File: config.mk
export PLATFORM = sky130hd
export DESIGN_NAME = conv_mac_param
export DESIGN_NICKNAME = d
export VERILOG_FILES = /design/src/rtl/mac_pkg.sv /design/src/rtl/mult_pipe.sv /design/src/rtl/conv_mac_param.sv
export SDC_FILE = /design/constraint.sdc
export NUM_CORES = 1
export LEC_CHECK = 0
export ABC_CLOCK_PERIOD_IN_PS = 16700
export CELL_PAD_IN_SITES_DETAIL_PLACEMENT = 2
export CELL_PAD_IN_SITES_GLOBAL_PLACEMENT = 2
export CORE_MARGIN = 2
export CORE_UTILIZATION = 30
export DETAILED_ROUTE_END_ITERATION = 16
export GPL_TIMING_DRIVEN = 0
export PLACE_DENSITY = 0.66
export SLEW_MARGIN = 10
export SYNTH_ARGS = -nofsm -noshare
export SYNTH_HDL_FRONTEND = slang
export SYNTH_HIERARCHICAL = 1
export SYNTH_SLANG_ARGS = --single-unit
export TNS_END_PERCENT = 50
File: constraint.sdc
create_clock -name clk -period 16.7 [get_ports clk]
set_input_delay 3.34 -clock clk [delete_from_list [all_inputs] [get_ports clk]]
set_output_delay 3.34 -clock clk [all_outputs]
set_load 0.02 [all_outputs]
File: src/rtl/mac_pkg.sv
// Shared constants and helpers for the parameterised convolution MAC.
// Holds the default sizing and the signed saturation-bound helper.
package mac_pkg;

  localparam int DEFAULT_WIDTH       = 14;
  localparam int DEFAULT_ACC_WIDTH   = 28;
  localparam int DEFAULT_PIPE_STAGES = 5;

  // Bounds are computed wide enough for any accumulator up to 128 bits.
  localparam int BOUND_WIDTH = 129;

  typedef logic signed [BOUND_WIDTH-1:0] bound_t;

  // Largest (upper=1) or smallest (upper=0) two's-complement value of 'width' bits.
  function automatic bound_t sat_bound(input int unsigned width, input logic upper);
    bound_t mag;
    mag = bound_t'(1) <<< (width - 1);
    if (upper) begin
      return mag - bound_t'(1);
    end
    return -mag;
  endfunction

endpackage

File: src/rtl/mult_pipe.sv
// Registered signed multiplier: captures the operands, then carries the
// full-precision product through PIPE_STAGES registers with valid/clear sideband.
module mult_pipe
  import mac_pkg::*;
#(
  parameter int WIDTH       = DEFAULT_WIDTH,
  parameter int PIPE_STAGES = DEFAULT_PIPE_STAGES
) (
  input  logic                      clk,
  input  logic                      reset,
  input  logic signed [WIDTH-1:0]   a,
  input  logic signed [WIDTH-1:0]   b,
  input  logic                      valid_in,
  input  logic                      clear_in,
  output logic signed [2*WIDTH-1:0] product,
  output logic                      valid_out,
  output logic                      clear_out
);

  logic signed [WIDTH-1:0]   a_q;
  logic signed [WIDTH-1:0]   b_q;
  logic                      in_valid_q;
  logic                      in_clear_q;
  logic signed [2*WIDTH-1:0] full_prod;
  logic signed [2*WIDTH-1:0] prod_q [PIPE_STAGES];
  logic [PIPE_STAGES-1:0]    valid_q;
  logic [PIPE_STAGES-1:0]    clear_q;

  // Operand capture; held across bubbles so the multiplier input stays quiet.
  always_ff @(posedge clk) begin
    if (valid_in) begin
      a_q <= a;
      b_q <= b;
    end
  end

  // Input-stage sideband; a clear is only meaningful together with a valid.
  always_ff @(posedge clk) begin
    if (reset) begin
      in_valid_q <= 1'b0;
      in_clear_q <= 1'b0;
    end else begin
      in_valid_q <= valid_in;
      in_clear_q <= valid_in & clear_in;
    end
  end

  // Operands are sign-extended first so the product keeps full precision.
  always_comb begin
    full_prod = (2*WIDTH)'(a_q) * (2*WIDTH)'(b_q);
  end

  // Product shift chain; data needs no reset because the valid flag qualifies it.
  always_ff @(posedge clk) begin
    prod_q[0] <= full_prod;
    for (int i = 1; i < PIPE_STAGES; i++) begin
      prod_q[i] <= prod_q[i-1];
    end
  end

  // Valid/clear flags travel in lockstep with the product; reset flushes them.
  always_ff @(posedge clk) begin
    if (reset) begin
      valid_q <= '0;
      clear_q <= '0;
    end else begin
      valid_q[0] <= in_valid_q;
      clear_q[0] <= in_clear_q;
      for (int i = 1; i < PIPE_STAGES; i++) begin
        valid_q[i] <= valid_q[i-1];
        clear_q[i] <= clear_q[i-1];
      end
    end
  end

  assign product   = prod_q[PIPE_STAGES-1];
  assign valid_out = valid_q[PIPE_STAGES-1];
  assign clear_out = clear_q[PIPE_STAGES-1];

endmodule

File: src/rtl/conv_mac_param.sv
// Pipelined signed multiply-accumulate with optional saturation and a sticky
// overflow flag that restarts on every clear step.
module conv_mac_param
  import mac_pkg::*;
#(
  parameter int WIDTH       = DEFAULT_WIDTH,
  parameter int ACC_WIDTH   = DEFAULT_ACC_WIDTH,
  parameter int PIPE_STAGES = DEFAULT_PIPE_STAGES,
  parameter int SATURATE    = 1
) (
  input  logic                        clk,
  input  logic                        reset,
  input  logic signed [WIDTH-1:0]     a,
  input  logic signed [WIDTH-1:0]     b,
  input  logic                        valid_in,
  input  logic                        clear_in,
  output logic signed [ACC_WIDTH-1:0] f,
  output logic                        valid_out,
  output logic                        overflow
);

  localparam bound_t MAX_WIDE = sat_bound(ACC_WIDTH, 1'b1);
  localparam bound_t MIN_WIDE = sat_bound(ACC_WIDTH, 1'b0);
  localparam logic signed [ACC_WIDTH-1:0] ACC_MAX = MAX_WIDE[ACC_WIDTH-1:0];
  localparam logic signed [ACC_WIDTH-1:0] ACC_MIN = MIN_WIDE[ACC_WIDTH-1:0];

  logic signed [2*WIDTH-1:0]   prod;
  logic                        prod_valid;
  logic                        prod_clear;
  logic signed [ACC_WIDTH:0]   prod_ext;
  logic signed [ACC_WIDTH:0]   base_ext;
  logic signed [ACC_WIDTH:0]   sum_next;
  logic                        step_ovf;
  logic signed [ACC_WIDTH-1:0] f_next;
  logic                        ovf_next;

  mult_pipe #(
    .WIDTH       (WIDTH),
    .PIPE_STAGES (PIPE_STAGES)
  ) u_mult (
    .clk       (clk),
    .reset     (reset),
    .a         (a),
    .b         (b),
    .valid_in  (valid_in),
    .clear_in  (clear_in),
    .product   (prod),
    .valid_out (prod_valid),
    .clear_out (prod_clear)
  );

  // One extra bit of headroom: the top two bits disagree exactly when the sum leaves range.
  always_comb begin
    prod_ext = {{(ACC_WIDTH+1-2*WIDTH){prod[2*WIDTH-1]}}, prod};
    base_ext = prod_clear ? '0 : {f[ACC_WIDTH-1], f};
    sum_next = base_ext + prod_ext;
    step_ovf = sum_next[ACC_WIDTH] ^ sum_next[ACC_WIDTH-1];
    if (step_ovf && (SATURATE != 0)) begin
      f_next = sum_next[ACC_WIDTH] ? ACC_MIN : ACC_MAX;
    end else begin
      f_next = sum_next[ACC_WIDTH-1:0];
    end
    ovf_next = prod_clear ? step_ovf : (overflow | step_ovf);
  end

  // Accumulator and flags update only on valid products; bubbles hold state.
  always_ff @(posedge clk) begin
    if (reset) begin
      f         <= '0;
      overflow  <= 1'b0;
      valid_out <= 1'b0;
    end else begin
      valid_out <= prod_valid;
      if (prod_valid) begin
        f        <= f_next;
        overflow <= ovf_next;
      end
    end
  end

endmodule

==> reports/results.md, run 1 <==
• number of unique standard cell types used by synthesis: 77
• area of the multi-input gates: 9180 um2
• class of the most critical setup path: reg -> reg
• routability congestion estimate from global placement: 0.802
• share of the clock period used by the worst path after layout: 0.406
• average size of a mapped cell: 10.2 um2
• final number of max-transition violations: 0
• highest net fanout along the worst path: 10
• Syn. warnings: 6
• clock skew: 0.0203 ns
• predominant post-synthesis flop cell: sky130_fd_sc_hd__dfxtp_1
• peak per-stage delay on the critical path: 0.66 ns
• Total Routing Usage GR: 0.160
• worst reg2reg endpoint: u_mult/prod_q[0][25]$_DFF_P_
• register area share after synthesis: 0.300
• fin crit period: 6.78 ns
• worst endpoint data arrival time: 7.22 ns
• Site Rows: 81
• Relative slew margins: 0.456
• end point of the most critical hold path: u_mult/prod_q[0][68]$_DFF_P_
• Die Y-Extent: 227 um
• MaxCap Viol Count: 0
• number of sinks driven by the clock tree: 210
• Fmax: 148 MHz
• DRC violations left: 0
• depth of the worst register-to-register path: 18
• total number of vias: 10224
• Area Overhead vs Synth: 15.3%
• final setup violating endpoints: 0
• Seq cells post-synth: 210
• first-pass detailed-route iteration total: 4
• first-pass GRT wire length: 64.3 mm
• layout cell share with drive strength beyond 1: 0.0790
• Routed Antenna Nets: 0
• area of the placeable core: 49100 um2
• Port Buffers: 61
• kind of start point of the critical path: flip-flop
• critical path, cell by cell: clkbuf_1, nand2_1, fa_1, fa_1, fa_1, inv_1, fa_1, fa_1, inv_1, fa_1, inv_1, ha_1, a21oi_1, o21ai_0, nor4_1, a211oi_1, a21boi_0, a211o_1
• FFs w/ async S/R, synth: 0
• antenna fix cells: 0
• global-route congestion overflow total: 0
• number of instances on the worst hold path: 0
• DIE AREA: 51600 um2
• Synth Instances: 1467
• TritonCTS clock tree: yes
• clk slew on worst S/H paths: 0.06 ns
• worst-skew pair later-pin latency: 0.55 ns
• I/O Pins: 62
• CP startpoint: u_mult/a_q[6]$_DFFE_PP_
• Crit path required time: 17.14 ns
• setup TNS after final layout: 0 ns
• synthesized cell area: 14900 um2
• sum of net half-perimeters after detailed placement: 32.7 mm
• vias in the first global route: 11830
• H-Tree Level Count: 1
• initial detailed-routing violation count: 224
• post-layout net count: 1878
• Critical Path Slowest Stage Cell: sky130_fd_sc_hd__a211oi_1
• Total Routed Length: 39.6 mm
• setup repair after global routing missed its margin: no
• worst reg-to-reg setup slack: 9.92 ns
• area occupied by registers: 4480 um2
• number of enable-type register cells in the synthesized netlist: 28
• result of the run: complete, no violations
• clock root buffer: sky130_fd_sc_hd__clkbuf_16
• launching point of the worst reg2reg path: u_mult/a_q[6]$_DFFE_PP_
• Hold Buf Count CTS: 0
• most common cell type on the critical path: sky130_fd_sc_hd__fa_1
• vias per cell: 4.58
• number of instances resized during post-cts repair: 0
• syn nets: 1790
• final hold violations: 0
• maximum clock path buffer count: 3
• Worst Max-Slew Pin Slew: 0.816 ns
• average wire length per cell after detail routing: 17.7 um
• pin count of the biggest net entering global routing: 30
• Hold Path Class: reg -> reg
• type of element capturing the critical path: flip-flop
• initial core utilization: 0.304
• number of antenna violations at the first check in global routing: 0
• clock buffer count from CTS: 25
• number of buffers inserted to repair setup after CTS: 0
• Layout fillers: 5399
• launch instance of the worst min-delay path: u_mult/prod_q[0][40]$_DFF_P_
• Die W: 227 um
[routing by layer]
metal / part of all wire / wire, um / track usage / up-vias
li1: - / - / - / 4798
met4: 0.022 / 884 / 0.0405 / 0
met5: 0 / 0 / 0 / -
met1: 0.45 / 17700 / 0.199 / 5263
met3: 0.024 / 964 / 0.0170 / 49
met2: 0.51 / 20100 / 0.296 / 114
[cells in the mapped netlist (13+ instances only)]
cell	number	area share
sky130_fd_sc_hd__buf_4	30	0.015
sky130_fd_sc_hd__a211oi_1	22	0.011
sky130_fd_sc_hd__nand2b_1	13	0.0054
sky130_fd_sc_hd__ha_1	95	0.080
sky130_fd_sc_hd__and2_1	106	0.044
sky130_fd_sc_hd__clkbuf_1	41	0.010
sky130_fd_sc_hd__o21ai_0	35	0.012
sky130_fd_sc_hd__xnor2_1	41	0.024
sky130_fd_sc_hd__a21o_1	14	0.0070
sky130_fd_sc_hd__fa_1	196	0.26
sky130_fd_sc_hd__edfxtp_1	28	0.056
sky130_fd_sc_hd__nand2_1	111	0.028
sky130_fd_sc_hd__a21oi_1	53	0.018
sky130_fd_sc_hd__nor3_1	13	0.0044
sky130_fd_sc_hd__nor2_1	67	0.017
sky130_fd_sc_hd__inv_1	222	0.056
sky130_fd_sc_hd__dfxtp_1	182	0.24
sky130_fd_sc_hd__nor2b_1	44	0.018
sky130_fd_sc_hd__nand3_1	13	0.0044
[cells by family after synthesis]
| family | count (synthesis) | synth area share |
|---|---|---|
| multiplexers | 1 | 0.000670 |
| flip-flops | 210 | 0.300 |
| AO/OA/AOI/OAI | 200 | 0.0945 |
| XOR/XNOR | 52 | 0.0310 |
| adder cells (fa/ha/maj) | 303 | 0.351 |
| buffers and inverters | 303 | 0.0851 |
| AND/OR/NAND/NOR | 398 | 0.137 |
[cell type report]
| cell class | instances | area share |
|---|---|---|
| Multi-Input combinational cell | 954 | 0.533 |
| Sequential cell | 210 | 0.260 |
| Inverter | 223 | 0.0486 |
| Tap cell | 664 | 0.0482 |
| Clock buffer | 29 | 0.0378 |
| Timing Repair Buffer | 61 | 0.0352 |
| Buffer | 80 | 0.0252 |
| Clock inverter | 13 | 0.0116 |
[per-stage QoR]
stage          hold WS [ns]  setup WS, ns  instance area (um2)  std cells  utilization
5_1_grt               0.325          9.55                17200       2234        0.351
4_1_cts               0.311          9.79                17200       2234        0.351
6_report              0.308          9.92                17200       2234        0.351
3_3_place_gp          0.311          9.92                16400       2192        0.334
2_1_floorplan         0.310         10.97                14900       1467            -
3_5_place_dp          0.313          9.79                16400       2192        0.334
[cells in the final DEF, fill, tap and decap left out, drive strengths merged, types with 3 or more instances in the layout]
cell and n:
xor2 10, nor4 4, nand3 14, nor2b 44, inv 229, and2 107, nand2b 13, o211ai 3
o31ai 4, o21ai 42, clkbuf 70, bufinv 4, a311oi 3, o22ai 3, fa 196, o21a 7
a2111oi 4, buf 40, nor3 15, a211o 3, a21o 15, a221o 3, a31oi 6, o21bai 7
xnor2 42, clkdlybuf4s50 60, dfxtp 182, a211oi 32, nand2 111, or3 3, maj3 12, and3 7
or2 3, ha 95, edfxtp 28, a21oi 56, nor2 68
[registers in the layout, indices dropped and copies added, names as in the netlist]
| register | flops |
|---|---|
| u_mult/b_q | 14 |
| valid_out | 1 |
| u_mult/prod_q | 140 |
| u_mult/in_clear_q | 1 |
| u_mult/a_q | 14 |
| u_mult/clear_q | 5 |
| f | 28 |
| overflow | 1 |
| u_mult/in_valid_q | 1 |
| u_mult/valid_q | 5 |
[worst max-delay path by stage]
stage | slack, ns | end | cells past startpoint
floorplan | 10.97 | u_mult/prod_q[0][24]$_DFF_P_ | 21
global placement | 9.92 | u_mult/prod_q[0][25]$_DFF_P_ | 18
detailed placement | 9.79 | u_mult/prod_q[0][25]$_DFF_P_ | 18
CTS | 9.79 | u_mult/prod_q[0][25]$_DFF_P_ | 18
global route | 9.55 | u_mult/prod_q[0][25]$_DFF_P_ | 18
finish | 9.92 | u_mult/prod_q[0][25]$_DFF_P_ | 18
[critical path, delay by kind of cell (launching register included)]
| family | cells | cell delay [ns] |
|---|---|---|
| compound gates | 5 | 1.68 |
| buf+inv | 4 | 0.71 |
| flops | 1 | 0.57 |
| simple gates | 2 | 0.29 |
| fa+ha+maj | 7 | 3.40 |
Power of run 1 is left out: the tool's default activity adds up to more than one toggle a clock period on the data nets, which glitch-free logic cannot reach.
==> run 2, diff against run 1 <==
--- a/config.mk
+++ b/config.mk
@@ -5,7 +5,7 @@
 export SDC_FILE = /design/constraint.sdc
 export NUM_CORES = 1
 export LEC_CHECK = 0
-export ABC_CLOCK_PERIOD_IN_PS = 16700
+export ABC_CLOCK_PERIOD_IN_PS = 6290
 export CELL_PAD_IN_SITES_DETAIL_PLACEMENT = 2
 export CELL_PAD_IN_SITES_GLOBAL_PLACEMENT = 2
 export CORE_MARGIN = 2
==> constraint.sdc (replaced) <==
create_clock -name clk -period 6.29 [get_ports clk]
set_input_delay 1.258 -clock clk [delete_from_list [all_inputs] [get_ports clk]]
set_output_delay 1.258 -clock clk [all_outputs]
set_load 0.02 [all_outputs]
==> run 2 against run 1 <==
Against the previous run:
- non-clock buffer count increased by 38
- first-iteration DRC count increased by 2.2%
- routed wire length is 1.3% higher
- via count is 1.3% higher
- critical path depth increased by 1
- highest routed layer is now met5
- register-to-register slack lost 9.7 ns
- sequential share of layout area shrank 0.67 points
==> reports/results.md, run 2 (synthesized netlist as in run 1, its figures left out) <==
• antenna fix cells: 0
• slack of the critical path: 0.189 ns
• Site Rows: 81
• Routed Antenna Nets: 0
• pre-CTS worst setup slack: -0.621 ns
• Worst Max-Slew Pin Slew: 0.804 ns
• worst endpoint data arrival time: 6.56 ns
• MaxCap Viol Count: 0
• Fmax: 164 MHz
• post-layout instance count excluding filler cells: 2272
• area of the placeable core: 49100 um2
• worst-skew pair later-pin latency: 0.55 ns
• final number of max-transition violations: 0
• launch instance of the worst min-delay path: u_mult/prod_q[0][40]$_DFF_P_
• initial core utilization: 0.304
• average wire length per cell after detail routing: 17.6 um
• global-route congestion overflow total: 0
• leading cell type in the layout, fill and taps excluded: sky130_fd_sc_hd__inv_1
• DRC violations left: 0
• CP startpoint: u_mult/a_q[3]$_DFFE_PP_
• final setup violating endpoints: 0
• register bank with the most flops: u_mult/prod_q
• Hold Buf Count CTS: 0
• pin count of the biggest net entering global routing: 30
• clk slew on worst S/H paths: 0.06 ns
• sum of net half-perimeters after detailed placement: 32.7 mm
• Die Y-Extent: 227 um
• share of the clock period used by the worst path after layout: 0.970
• first-pass detailed-route iteration total: 5
• vias in the first global route: 11814
• first-pass GRT wire length: 64.2 mm
• Relative slew margins: 0.464
• kind of start point of the critical path: flip-flop
• Crit path required time: 6.75 ns
• launching point of the worst reg2reg path: u_mult/a_q[3]$_DFFE_PP_
• maximum clock path buffer count: 3
• clock skew: 0.0207 ns
• type of element capturing the critical path: flip-flop
• vias per cell: 4.56
• initial detailed-routing violation count: 229
• DIE AREA: 51600 um2
• TritonCTS clock tree: yes
• Area Overhead vs Synth: 18.4%
• highest-count cells in the layout ignoring fill and taps: sky130_fd_sc_hd__inv_1 (221), sky130_fd_sc_hd__fa_1 (195), sky130_fd_sc_hd__dfxtp_1 (182)
• number of sinks driven by the clock tree: 210
• post-layout net count: 1916
• Total Routed Length: 40.1 mm
• number of antenna violations at the first check in global routing: 2
• fraction of the core area covered by cells at the end of the flow: 0.360
• Die W: 227 um
• final hold violations: 0
• Hold Path Class: reg -> reg
• routability congestion estimate from global placement: 0.802
• I/O Pins: 62
• clock buffer count from CTS: 25
• max FFs per register: 140
• result of the run: complete, no violations
• Port Buffers: 61
• Total Routing Usage GR: 0.160
• highest net fanout along the worst path: 10
• Layout fillers: 5381
• class of the most critical setup path: reg -> reg
• layout cell share with drive strength beyond 1: 0.125
• clock root buffer: sky130_fd_sc_hd__clkbuf_16
• H-Tree Level Count: 1
• total number of vias: 10362
• fin crit period: 6.10 ns
• leading registers by flop count: u_mult/prod_q: 140 flops, f: 28 flops
• instance count after placement with tap cells included: 2192
## run 2: layer usage
| metal | wire length [um] | global-route usage | share of wire | vias up |
|---|---|---|---|---|
| li1 | - | - | - | 4877 |
| met1 | 17600 | 0.198 | 0.44 | 5276 |
| met2 | 20400 | 0.298 | 0.51 | 158 |
| met3 | 1260 | 0.0169 | 0.031 | 49 |
| met4 | 798 | 0.0367 | 0.020 | 2 |
| met5 | 13 | 0 | 0.00032 | - |
## run 2: through the flow
stage | setup TNS [ns] | hold slack, ns | cell area (um2)
final | 0 | 0.308 | 17700
after global routing | -0.0339 | 0.325 | 17700
after CTS | 0 | 0.311 | 17300
after detailed placement | -3.23 | 0.313 | 16400
after global placement | -2.36 | 0.311 | 16400
after floorplan | 0 | 0.310 | 14900
## run 2: timing repair
action                                  4_1_cts  5_1_grt
pin swaps                                     2        1
endpoints found under the setup margin        9        9
resized for setup                            27       58
endpoints found under the hold margin         0        0
buffers inserted                              4       38
## run 2: final cells by class
class,count,area [um2],area share
Buffer,76,500,0.0283
Clock buffer,29,651,0.0368
Clock inverter,13,199,0.0113
Inverter,223,841,0.0476
Multi-Input combinational cell,954,9250,0.523
Sequential cell,210,4480,0.254
Tap cell,664,831,0.0470
Timing Repair Buffer,103,918,0.0520
## run 2: critical path: stages, from the launching register on
cell and delay [ns]:
sky130_fd_sc_hd__edfxtp_1 0.42, sky130_fd_sc_hd__buf_2 0.25, sky130_fd_sc_hd__and2_1 0.19, sky130_fd_sc_hd__fa_1 0.49
sky130_fd_sc_hd__inv_1 0.07, sky130_fd_sc_hd__fa_1 0.54, sky130_fd_sc_hd__inv_1 0.06, sky130_fd_sc_hd__fa_1 0.44
sky130_fd_sc_hd__fa_1 0.46, sky130_fd_sc_hd__fa_1 0.51, sky130_fd_sc_hd__inv_1 0.05, sky130_fd_sc_hd__fa_1 0.50
sky130_fd_sc_hd__inv_1 0.04, sky130_fd_sc_hd__ha_1 0.37, sky130_fd_sc_hd__o211ai_2 0.13, sky130_fd_sc_hd__or4_1 0.52
sky130_fd_sc_hd__or3_4 0.40, sky130_fd_sc_hd__a31oi_4 0.23, sky130_fd_sc_hd__nor3_1 0.07, sky130_fd_sc_hd__a311oi_1 0.25
## run 2: worst paths after layout
kind / end / slack (ns) / cells past startpoint
max: u_mult/prod_q[0][26]$_DFF_P_ / 0.19 / 19
min: u_mult/prod_q[0][68]$_DFF_P_ / 0.31 / 0
max reg2reg: u_mult/prod_q[0][26]$_DFF_P_ / 0.19 / 19
min reg2reg: u_mult/prod_q[0][68]$_DFF_P_ / 0.31 / 0
Power of run 2 is left out for the same reason.
